## config.mk

```make
export PLATFORM = sky130hd
export DESIGN_NAME = axis_rr_arbiter
export DESIGN_NICKNAME = d
export VERILOG_FILES = /design/src/rtl/axis_rr_arbiter.sv
export SDC_FILE = /design/constraint.sdc
export NUM_CORES = 1
export LEC_CHECK = 0
export CORE_ASPECT_RATIO = 1.5
export CORE_MARGIN = 1.5
export CORE_UTILIZATION = 39
export CTS_BUF_LIST = sky130_fd_sc_hd__clkbuf_8
export CTS_CLUSTER_SIZE = 30
export DETAILED_ROUTE_END_ITERATION = 10
export HOLD_SLACK_MARGIN = 0.03
export PLACE_DENSITY = 0.82
export SLEW_MARGIN = 25
export SYNTH_ARGS = -nofsm -noshare
export SYNTH_HDL_FRONTEND = slang
export SYNTH_SLANG_ARGS = --single-unit
```

## constraint.sdc

```tcl
create_clock -name clk -period 2.59 [get_ports clk]
set_clock_uncertainty 0.05 [all_clocks]
set_input_delay 0.259 -clock clk [delete_from_list [all_inputs] [get_ports clk]]
set_output_delay 0.259 -clock clk [all_outputs]
set_load 0.05 [all_outputs]
```

## src/rtl/axis_rr_arbiter.sv

```systemverilog
// axis_rr_arbiter: packet-level round-robin merge of N_IN AXI-Stream inputs
// onto a single output stream. A port owns the output from its first beat
// until its last-beat handshake; one idle cycle separates packets.
module axis_rr_arbiter #(
  parameter int N_IN   = 4,
  parameter int WORD_W = 8,
  parameter int BUS_W  = 32,
  parameter int CNT_W  = 16,
  localparam int WORDS_PER_BEAT = BUS_W / WORD_W
) (
  input  logic                                              clk,
  input  logic                                              rstn,
  input  logic [N_IN-1:0]                                   s_valid,
  output logic [N_IN-1:0]                                   s_ready,
  input  logic [N_IN-1:0][WORDS_PER_BEAT-1:0][WORD_W-1:0]   s_data,
  input  logic [N_IN-1:0][WORDS_PER_BEAT-1:0]               s_keep,
  input  logic [N_IN-1:0]                                   s_last,
  output logic                                              m_valid,
  input  logic                                              m_ready,
  output logic [WORDS_PER_BEAT-1:0][WORD_W-1:0]             m_data,
  output logic [WORDS_PER_BEAT-1:0]                         m_keep,
  output logic                                              m_last,
  output logic [N_IN-1:0]                                   grant,
  output logic [N_IN-1:0][CNT_W-1:0]                        pkt_cnt
);

  localparam int SEL_W = (N_IN > 1) ? $clog2(N_IN) : 1;

  typedef enum logic {
    IDLE,
    LOCKED
  } state_t;

  state_t           state, state_nxt;
  logic [SEL_W-1:0] sel, sel_nxt;
  logic [SEL_W-1:0] last_grant, last_grant_nxt;
  logic [SEL_W-1:0] pick;
  logic             pick_found;
  logic [SEL_W:0]   cand;
  logic             done;

  // Round-robin search: first requester at or above last_grant+1, wrapping.
  // The sum never exceeds 2*N_IN-1, so a single conditional subtract is the modulo.
  always_comb begin
    pick       = '0;
    pick_found = 1'b0;
    cand       = '0;
    for (int unsigned i = 0; i < N_IN; i++) begin
      cand = {1'b0, last_grant} + (SEL_W+1)'(i + 1);
      if (cand >= (SEL_W+1)'(N_IN)) begin
        cand = cand - (SEL_W+1)'(N_IN);
      end
      if (!pick_found && s_valid[cand[SEL_W-1:0]]) begin
        pick       = cand[SEL_W-1:0];
        pick_found = 1'b1;
      end
    end
  end

  // Next-state and output mux; outputs are all zero unless a port owns the bus.
  always_comb begin
    state_nxt      = state;
    sel_nxt        = sel;
    last_grant_nxt = last_grant;
    m_valid        = 1'b0;
    m_data         = '0;
    m_keep         = '0;
    m_last         = 1'b0;
    s_ready        = '0;
    grant          = '0;
    done           = 1'b0;
    case (state)
      IDLE: begin
        if (pick_found) begin
          sel_nxt   = pick;
          state_nxt = LOCKED;
        end
      end
      LOCKED: begin
        m_valid      = s_valid[sel];
        m_data       = s_data[sel];
        m_keep       = s_keep[sel];
        m_last       = s_last[sel];
        s_ready[sel] = m_ready;
        grant[sel]   = 1'b1;
        done         = s_valid[sel] & m_ready & s_last[sel];
        if (done) begin
          last_grant_nxt = sel;
          state_nxt      = IDLE;
        end
      end
      default: state_nxt = IDLE;
    endcase
  end

  // State, owner and round-robin pointer; reset gives port 0 first priority.
  always_ff @(posedge clk or negedge rstn) begin
    if (!rstn) begin
      state      <= IDLE;
      sel        <= '0;
      last_grant <= SEL_W'(N_IN - 1);
    end else begin
      state      <= state_nxt;
      sel        <= sel_nxt;
      last_grant <= last_grant_nxt;
    end
  end

  // Per-port completed-packet counters, wrapping silently.
  always_ff @(posedge clk or negedge rstn) begin
    if (!rstn) begin
      pkt_cnt <= '0;
    end else if (done) begin
      pkt_cnt[sel] <= pkt_cnt[sel] + CNT_W'(1);
    end
  end

endmodule

```

==> summary.txt, run 1 <==
Run status
  – Status: finished clean

Place
  – # port buffers: 264
  – DP Area: 0.00731 mm²
  – Post-detail-place hpwl: 16.3 mm
  – Gp weighted congestion: 1.06

STA
  – Measured slew at the worst slew-check pin: 0.650 ns
  – Maximum clock frequency: 410 MHz
  – Endpoints failing setup: 0
  – Setup TNS: 0 ns
  – Hold Vio Cnt, Final: 0
  – RSZ-0062 raised after global routing: false
  – Hold WS: 0.371 ns
  – Min Tclk post-route: 2.44 ns
  – Pins Over Slew Limit: 0
  – Tcrit/Tclk final: 94.2%
  – Max_slew headroom: 56.3%

Critical path
  – Top delay family on crit path: multiplexers
  – CP Capture Type: output port
  – CP Data Arrival Time: 2.13 ns
  – Worst setup endpoint: m_data[27]
  – R2R Path End: pkt_cnt[8]
  – Crit-path cells: buf_4 > mux4_2 > and2_1 > buf_4
  – CP max-delay cell: mux4_2
  – Reg-to-reg slack, setup: 0.23 ns
  – Worst Reg2Reg Path Length in Cells: 5
  – WP depth: 4
  – Worst Path Required: 2.28 ns
  – Most frequent CP cell: buf_4
  – R2r startpoint: sel[0]
  – Critical Path Start Type: flip-flop
  – Worst setup startpoint: sel[0]
  – Crit path buf inv count: 2
  – Critical path class: reg -> out
  – Max stage delay on crit path: 0.57 ns
  – Critical-path maximum fanout: 10

Global routing
  – Tot GR Track Use: 33.1%
  – Remaining Overflow, GRT: 0
  – Pin count of the biggest net entering global routing: 43
  – Initial antenna violation count: 20
  – Global-route wire length before repair: 29.3 mm
  – Vias in the first global route: 4650

Pwr
  – Share of total power in the clock network: 12.3%
  – Sw frac: 49.3%
  – P_sw: 3830 µW
  – Worst VDD drop: 0.000701 V
  – Total power: 7760 µW
  – Power per Cell Area: 1020 mW/mm²
  – Int Pwr: 3930 µW
  – Combinational power share: 69.7%
  – Flop pwr share: 18.0%
  – Leak Pwr: 0.00298 µW

Floorplanning
  – Total die area: 0.0121 mm²
  – Core footprint: 0.0111 mm²
  – Io pins: 265
  – Die H: 134 µm
  – Width of the die: 90.4 µm
  – Rows: 47
  – Initial Utilization: 40.2%

Min path
  – Worst min-delay path class: in -> async

CTS
  – Clk Latency, worst-skew pair: 0.35 ns
  – CTS H-Tree Depth: 3
  – # clock sinks: 69
  – Clock root buffer: clkbuf_8
  – Number of CTS-inserted buffers: 9
  – Max Root-Sink Buffers: 2
  – Clk slew on worst S/H paths: 0.07 ns
  – CTS tree: built

Synthesis
  – Ys Warns: 0
  – Avg Cell Area, Syn: 11.4 µm²
  – Synth Instances: 392
  – Number of synthesized flops with an enable pin: 0
  – Ys async rst share: 100%
  – Synth unique cells: 35
  – Synthesized cell area: 0.00447 mm²
  – Sequential area share after synthesis: 38.7%
  – Primary FF master, synth: dfrtp_1
  – Mapped Nets: 548
  – FF+latch count, synth: 69

Final layout
  – Nets: 817
  – Final core occ: 68.4%
  – Most common cell after layout, fill and taps aside: clkdlybuf4s50_1
  – Share of layout cells above drive strength 1: 24.5%
  – Most frequent cells in the layout: clkdlybuf4s50_1 (217), nand2_1 (65), dfrtp_1 (65)
  – Area growth syn-to-layout: 70.3%
  – Post-route cell area: 0.00760 mm²
  – # fillers: 807

Drt
  – Initial drt markers: 333
  – TritonRoute pass-1 iters: 4
  – DRC viols: 0
  – Via/cell ratio: 5.57
  – DRT antenna net count: 0
  – WL final: 19.7 mm
  – DR WL/cell: 23.9 µm
  – Via count: 4586

Flow run
  – Max cap viols: 0
[what timing repair did]
item                                    CTS  global route
buffers inserted                          0             4
hold endpoints to repair                 20             0
gates resized for setup                   0             2
hold buffers                              1             0
endpoints found under the setup margin    0            14
[power groups by stage]
stage	clock network [µW]	registers [µW]	logic, µW
after floorplan	0	1580	3400
after global routing	1000	1410	5650
final	958	1400	5410
after detailed placement	0	1430	5340
after global placement	0	1430	5260
after CTS	962	1420	5350
[flip-flops by register name (all words and copies together) (netlist names)]
name / cells
pkt_cnt: 64
last_grant: 2
sel: 2
state: 1
[Yosys cell counts, types with 2 or more instances]
library cell	n	area, µm²
a21oi_1	4	20.0
and2_1	38	238
buf_1	3	11.3
buf_2	16	80.1
buf_4	2	15.0
clkbuf_1	10	37.5
dfrtp_1	67	1680
dfstp_2	2	52.6
inv_1	4	15.0
mux2_2	9	101
mux4_2	54	1220
nand2_1	65	244
nand3_1	4	20.0
nand3b_1	2	15.0
nand4_1	3	18.8
nor2_1	9	33.8
nor3_1	5	25.0
nor3b_1	4	30.0
nor4_2	5	62.6
o21ai_0	40	200
o21ai_1	20	100
xnor2_1	11	96.3
xor2_1	3	26.3
[kinds of logic after synthesis]
| group | synth area share, % |
|---|---|
| AOI/OAI and AO/OA | 7.68 |
| and+or+nand+nor | 16.8 |
| buffers and inverters | 4.01 |
| DFF | 38.7 |
| muxes | 29.7 |
| adders and majority gates | 0.280 |
| xor gates and xnor gates | 2.75 |
[area by class of cell]
class	count	area [µm²]	area share, %
repair buffers	290	2860	37.6
diodes	12	30.0	0.395
inverters	4	15.0	0.197
clock inverters	4	73.8	0.971
multi-input cells	287	2570	33.8
flip-flops and latches	69	1730	22.8
well taps	147	184	2.42
clock buffers	10	138	1.81
[worst register-to-register path, delay by kind of cell, from the launching register on]
family | cells | cell delay (ns)
buf+inv | 1 | 0.20
simple gates | 2 | 0.57
mux | 2 | 0.91
flops | 1 | 0.52
[stage by stage]
step	cells	setup WS, ns
3_3_place_gp	792	0.210
5_1_grt	814	0.0603
4_1_cts	807	0.0325
6_report	823	0.150
3_5_place_dp	792	0.125
2_1_floorplan	392	-0.0955
[layer usage]
| layer | share of wire [%] | vias to the layer above | GRT usage [%] |
|---|---|---|---|
| met5 | 0.63 | - | 0 |
| met2 | 45 | 307 | 51.6 |
| met3 | 15 | 68 | 18.8 |
| met1 | 36 | 2195 | 38.6 |
| li1 | - | 1998 | - |
| met4 | 2.7 | 18 | 10.5 |
[worst min path at each step]
stage          start     endpoint  slack [ns]  cells after the start
6_report        rstn  pkt_cnt[36]        0.37                      2
5_1_grt         rstn  pkt_cnt[36]        0.43                      2
4_1_cts         rstn  pkt_cnt[19]        0.39                      2
3_5_place_dp    rstn  pkt_cnt[51]        0.23                      1
3_3_place_gp    rstn  pkt_cnt[51]        0.21                      1
2_1_floorplan   rstn   pkt_cnt[0]       -0.09                      0
Power figures use the tool's default switching activity.
==> run 2, diff against run 1 <==
RECOVER_POWER = 100   (was not set)
==> run 2 against run 1 <==
Setup slack got worse by 0.055 ns. Design area fell by 2.4%. Global-route usage did not move. Largest cell class unchanged.
==> summary.txt, run 2 (same netlist as run 1, synthesis figures left out) <==
Global routing
  – Pin count of the biggest net entering global routing: 43 (unchanged)
  – Global-route wire length before repair: 29.3 mm (unchanged)
  – Tot GR Track Use: 33.1% (unchanged)
  – Remaining Overflow, GRT: 0 (unchanged)
  – Initial antenna violation count: 20 (unchanged)
  – Vias in the first global route: 4650 (unchanged)

Critical path
  – CP Data Arrival Time: 2.19 ns (+0.06 ns)
  – Max stage delay on crit path: 0.60 ns (+0.03 ns)
  – Top delay family on crit path: buffers and inverters
  – R2R Path End: pkt_cnt[59]
  – R2r startpoint: sel[0]
  – Reg-to-reg slack, setup: 0.19 ns (-0.04 ns)
  – Crit path buf inv count: 2 (unchanged)
  – Worst Path Required: 2.28 ns (about the same)
  – Critical-path maximum fanout: 16 (+6)
  – Critical Path Start Type: flip-flop
  – CP Capture Type: output port
  – Critical path class: reg -> out
  – CP max-delay cell: dfrtp_2
  – Worst Reg2Reg Path Length in Cells: 6 (+1)
  – Crit-path cells: clkbuf_1 > mux4_2 > and2_1 > clkbuf_4

STA
  – Pins Over Slew Limit: 0 (unchanged)
  – Hold Vio Cnt, Final: 0 (unchanged)
  – Final WS setup: 0.0956 ns (-0.0545 ns)
  – Measured slew at the worst slew-check pin: 1.30 ns (+0.655 ns)
  – Maximum clock frequency: 401 MHz (-2.2%)
  – Endpoints failing setup: 0 (unchanged)
  – Setup TNS: 0 ns (unchanged)
  – Tcrit/Tclk final: 96.3% (+2.1 points)
  – RSZ-0062 raised after global routing: false
  – Max_slew headroom: 13.0% (-43 points)
  – Min Tclk post-route: 2.49 ns (+0.0545 ns)

CTS
  – CTS H-Tree Depth: 3 (unchanged)
  – Number of CTS-inserted buffers: 9 (unchanged)
  – Clk Latency, worst-skew pair: 0.35 ns (about the same)
  – # clock sinks: 69 (unchanged)
  – Max Root-Sink Buffers: 2 (unchanged)
  – Clock root buffer: clkbuf_8
  – Clk slew on worst S/H paths: 0.07 ns (about the same)
  – CTS tree: built

Min path
  – Hold depth: 2
  – Hold-critical path endpoint: pkt_cnt[44]
  – Min-delay src: pkt_cnt[44]
  – Worst min-delay path class: reg -> reg

Floorplanning
  – Initial Utilization: 40.2% (unchanged)
  – Io pins: 265 (unchanged)
  – Total die area: 0.0121 mm² (unchanged)
  – Die H: 134 µm (unchanged)
  – Core footprint: 0.0111 mm² (unchanged)
  – Width of the die: 90.4 µm (unchanged)
  – Rows: 47 (unchanged)

Final layout
  – Final Non-Filler Cells: 820 (-0.36%)
  – # fillers: 844 (+4.6%)
  – Most common cell after layout, fill and taps aside: clkdlybuf4s50_1
  – Max FFs per register: 64 (unchanged)
  – Post-route cell area: 0.00742 mm² (-2.4%)
  – Combined area of the multi-input logic cells: 0.00257 mm² (unchanged)
  – Final core occ: 66.8% (-1.7 points)
  – Most frequent cells in the layout: clkdlybuf4s50_1 (152), dlygate4sd3_1 (66), nand2_1 (65), dfrtp_1 (65), mux4_2 (54)
  – Nets: 817 (unchanged)
  – Biggest regs: pkt_cnt: 64 flops, last_grant: 2 flops, sel: 2 flops
  – Share of layout cells above drive strength 1: 23.5% (-1.1 points)
  – Sequential Area: 0.00173 mm² (unchanged)
  – Most flops, register: pkt_cnt
  – Area growth syn-to-layout: 66.2%

Pwr
  – Power per Cell Area: 994 mW/mm² (-2.6%)
  – Worst VDD drop: 0.000692 V (-1.2%)
  – Leak Pwr: 0.00315 µW (+5.5%)

Place
  – Gp weighted congestion: 1.06 (unchanged)
  – Worst slack at placement: 0.125 ns (unchanged)
  – # port buffers: 264 (unchanged)
  – Placed insts: 792 (unchanged)
  – Post-detail-place hpwl: 16.3 mm (unchanged)
  – DP Area: 0.00731 mm² (unchanged)

Drt
  – DR WL/cell: 24.0 µm (+0.50%)
  – DRT antenna net count: 0 (unchanged)
  – TritonRoute pass-1 iters: 9 (+5)
  – Via count: 4699 (+2.5%)
  – WL final: 19.7 mm (+0.14%)
  – Initial drt markers: 382 (+15%)
  – DRC viols: 0 (unchanged)
  – Via/cell ratio: 5.73 (+2.8%)

Run status
  – Status: finished clean

Flow run
  – Max cap viols: 0 (unchanged)
==> run 2: cell count changes in the layout (fill, tap and decap cells not counted), sizes merged <==
| cell | before | now |
|---|---|---|
| dlygate4sd3 | 1 | 66 |
| diode | 12 | 9 |
| clkdlybuf4s50 | 217 | 152 |
| clkbuf | 10 | 49 |
| buf | 72 | 31 |
| clkdlybuf4s15 | 0 | 1 |
| dlymetal6s2s | 0 | 1 |
==> run 2: layout make-up <==
type | count | share of cell area (%)
Antenna cell | 9 | 0.303
Inverter | 4 | 0.202
Clock buffer | 10 | 1.85
Tap cell | 147 | 2.48
Multi-Input combinational cell | 287 | 34.7
Sequential cell | 69 | 23.4
Timing Repair Buffer | 290 | 36.1
Clock inverter | 4 | 0.995
==> run 2: tightest hold or removal path: stages (launching register included) <==
cell	delay, ns
dfrtp_1	0.36
nand2_1	0.05
o21ai_0	0.06
==> run 2: how the worst max path moves through the flow <==
stage / startpoint / endpoint / cells past startpoint
after global placement: sel[0] / pkt_cnt[26] / 6
after CTS: sel[0] / m_data[27] / 4
after floorplan: sel[1] / grant[2] / 4
after global routing: sel[1] / m_data[2] / 4
final: sel[1] / m_data[2] / 4
after detailed placement: sel[0] / pkt_cnt[26] / 6
==> run 2: repair_timing <==
action / CTS / global route
hold buffers: 1 / 0
gates resized for setup: 0 / 2
buffers inserted: 0 / 4
hold endpoints to repair: 20 / 0
setup endpoints to repair: 0 / 14
==> run 2: power by group <==
part           internal [µW]  total [µW]  switching [µW]  leakage (µW)
Combinational           1810        5020            3210       0.00210
Sequential              1210        1390             183      0.000936
Clock                    558         959             401      0.000108
==> run 2: per-stage QoR <==
| stage | power (µW) | hold WS (ns) |
|---|---|---|
| detailed placement | 6770 | 0.228 |
| floorplan | 4970 | -0.0866 |
| CTS | 7730 | 0.386 |
| global placement | 6690 | 0.210 |
| finish | 7380 | 0.457 |
| global route | 7670 | 0.497 |
==> run 2: metal layers <==
layer / wire [µm] / vias to the layer above / part of all wire (%) / track usage, %
li1: - / 1999 / - / -
met1: 7040 / 2270 / 36 / 38.6
met2: 8950 / 333 / 45 / 51.6
met3: 2990 / 79 / 15 / 18.8
met4: 577 / 18 / 2.9 / 10.5
met5: 124 / - / 0.63 / 0
==> run 3, diff against run 2 <==
PLACE_DENSITY = 0.83   (was 0.82)
==> run 3 against run 2 <==
Wire length fell by 3.8%. First-iteration DRC count fell by 12%. Critical endpoint is now m_data[19]. Clock power fell by 19%. Sequential power barely moved. Via count fell by 4.6%. Sequential cell count did not move. Sequential share of layout area rose by 0.11 points. Register-to-register slack got worse by 0.06 ns. Setup slack improved by 0.013 ns. Maximum frequency rose by 0.53%. Largest power group unchanged. Combinational power barely moved. Utilization fell by 0.20 points.
==> summary.txt, run 3 (same netlist as run 1, synthesis figures left out) <==
Global routing
  – Initial antenna violation count: 21 (+5.0%)
  – Remaining Overflow, GRT: 0 (unchanged)
  – Tot GR Track Use: 32.2% (-0.90 points)
  – Vias in the first global route: 4669 (+0.41%)
  – Global-route wire length before repair: 28.4 mm (-3.0%)
  – Pin count of the biggest net entering global routing: 32 (-26%)

Pwr
  – Worst VDD drop: 0.000527 V (-24%)
  – Power per Cell Area: 976 mW/mm² (-1.8%)
  – Leak Pwr: 0.00311 µW (-1.3%)

STA
  – Measured slew at the worst slew-check pin: 1.27 ns (-0.0367 ns)
  – Hold Vio Cnt, Final: 0 (unchanged)
  – Pins Over Slew Limit: 0 (unchanged)
  – Setup TNS: 0 ns (unchanged)
  – RSZ-0062 raised after global routing: false
  – Final WS setup: 0.109 ns (+0.0132 ns)
  – Min Tclk post-route: 2.48 ns (-0.0132 ns)
  – Maximum clock frequency: 403 MHz (+0.53%)
  – Max_slew headroom: 15.5% (+2.4 points)
  – Endpoints failing setup: 0 (unchanged)
  – Tcrit/Tclk final: 95.8% (-0.51 points)

Final layout
  – Combined area of the multi-input logic cells: 0.00254 mm² (-1.1%)
  – Nets: 814 (-0.37%)
  – Area growth syn-to-layout: 65.7%
  – Most common cell after layout, fill and taps aside: clkdlybuf4s50_1
  – Most flops, register: pkt_cnt
  – Max FFs per register: 64 (unchanged)
  – Sequential Area: 0.00174 mm² (+0.14%)
  – Share of layout cells above drive strength 1: 21.9% (-1.6 points)
  – Most frequent cells in the layout: clkdlybuf4s50_1 (152), dlygate4sd3_1 (66), nand2_1 (65), dfrtp_1 (65)
  – Biggest regs: pkt_cnt: 64 flops, last_grant: 2 flops, sel: 2 flops
  – # fillers: 843 (-0.12%)

Critical path
  – CP Capture Type: output port
  – Worst Path Required: 2.28 ns (about the same)
  – Critical-path maximum fanout: 21 (+5)
  – CP Data Arrival Time: 2.17 ns (-0.02 ns)
  – Critical path class: reg -> out
  – Worst Reg2Reg Path Length in Cells: 5 (-1)
  – Critical Path Start Type: flip-flop

CTS
  – # clock sinks: 69 (unchanged)
  – Max Root-Sink Buffers: 2 (unchanged)
  – Post-CTS setup buffers: 0 (unchanged)
  – Clk Latency, worst-skew pair: 0.35 ns (about the same)
  – CTS tree: built
  – Clk slew on worst S/H paths: 0.07 ns (about the same)
  – Number of CTS-inserted buffers: 9 (unchanged)
  – CTS H-Tree Depth: 3 (unchanged)
  – Clock root buffer: clkbuf_8

Place
  – Post-detail-place hpwl: 16.0 mm (-1.8%)
  – Gp weighted congestion: 0.956 (-9.5%)
  – Worst slack at placement: 0.158 ns (+0.0334 ns)
  – # port buffers: 264 (unchanged)

Drt
  – DRT antenna net count: 0 (unchanged)
  – Via count: 4484 (-4.6%)
  – DRC viols: 0 (unchanged)
  – WL final: 18.9 mm (-3.8%)
  – TritonRoute pass-1 iters: 5 (-4)
  – Initial drt markers: 338 (-12%)
  – DR WL/cell: 23.0 µm (-4.0%)
  – Via/cell ratio: 5.45 (-4.8%)

Floorplanning
  – Rows: 47 (unchanged)
  – Die H: 134 µm (unchanged)
  – Initial Utilization: 40.2% (unchanged)
  – Width of the die: 90.4 µm (unchanged)
  – Io pins: 265 (unchanged)
  – Total die area: 0.0121 mm² (unchanged)
  – Core footprint: 0.0111 mm² (unchanged)

Flow run
  – Max cap viols: 0 (unchanged)

Min path
  – Hold depth: 2 (unchanged)
  – Worst min-delay path class: reg -> reg

Run status
  – Status: finished clean
-- run 3: metrics by stage --
stage	instance area (µm²)	cells	hold WS (ns)	utilization (%)	total power [µW]
floorplan	4470	392	-0.0866	-	4970
global placement	7320	793	0.206	65.8	6660
detailed placement	7320	793	0.220	65.8	6730
CTS	7510	810	0.369	67.6	7520
global route	7380	814	0.484	66.4	7540
finish	7400	822	0.454	66.6	7220
-- run 3: final cells by class --
class / count / share of cell area, %
timing repair buffer: 287 / 36.6
multi-input combinational: 287 / 34.4
sequential: 69 / 23.5
tap: 147 / 2.49
clock buffer: 11 / 2.05
antenna: 12 / 0.406
clock inverter: 5 / 0.372
inverter: 4 / 0.203
-- run 3: layer usage --
layer	GRT usage, %	part of all wire, %
met5	0	0.70
met4	10.7	2.7
met3	18.8	14
met2	51.4	46
met1	36.0	36
-- run 3: critical path: stages (launching register included) --
cell	delay [ns]
dfrtp_4	0.59
buf_6	0.28
buf_4	0.26
mux4_2	0.34
and2_0	0.18
buf_4	0.19
-- run 3: worst paths after layout --
kind,slack [ns],endpoint,startpoint
setup / recovery,0.11,m_data[19],sel[1]
hold / removal,0.45,pkt_cnt[51],pkt_cnt[51]
setup reg to reg,0.13,pkt_cnt[33],sel[0]
hold reg to reg,0.45,pkt_cnt[51],pkt_cnt[51]
max in group asynchronous,0.52,pkt_cnt[42],rstn
min in group asynchronous,0.65,pkt_cnt[4],rstn
-- run 3: repair_timing --
| item | 4_1_cts | 5_1_grt |
|---|---|---|
| hold buffers | 1 | 0 |
| setup endpoints to repair | 15 | 12 |
| gates resized for setup | 3 | 1 |
| cloned | 0 | 0 |
| endpoints found under the hold margin | 19 | 0 |
-- run 3: power breakdown --
| part | internal [µW] | total, µW | switching, µW |
|---|---|---|---|
| Sequential | 1210 | 1420 | 206 |
| Combinational | 1890 | 5020 | 3120 |
| Clock | 391 | 780 | 390 |
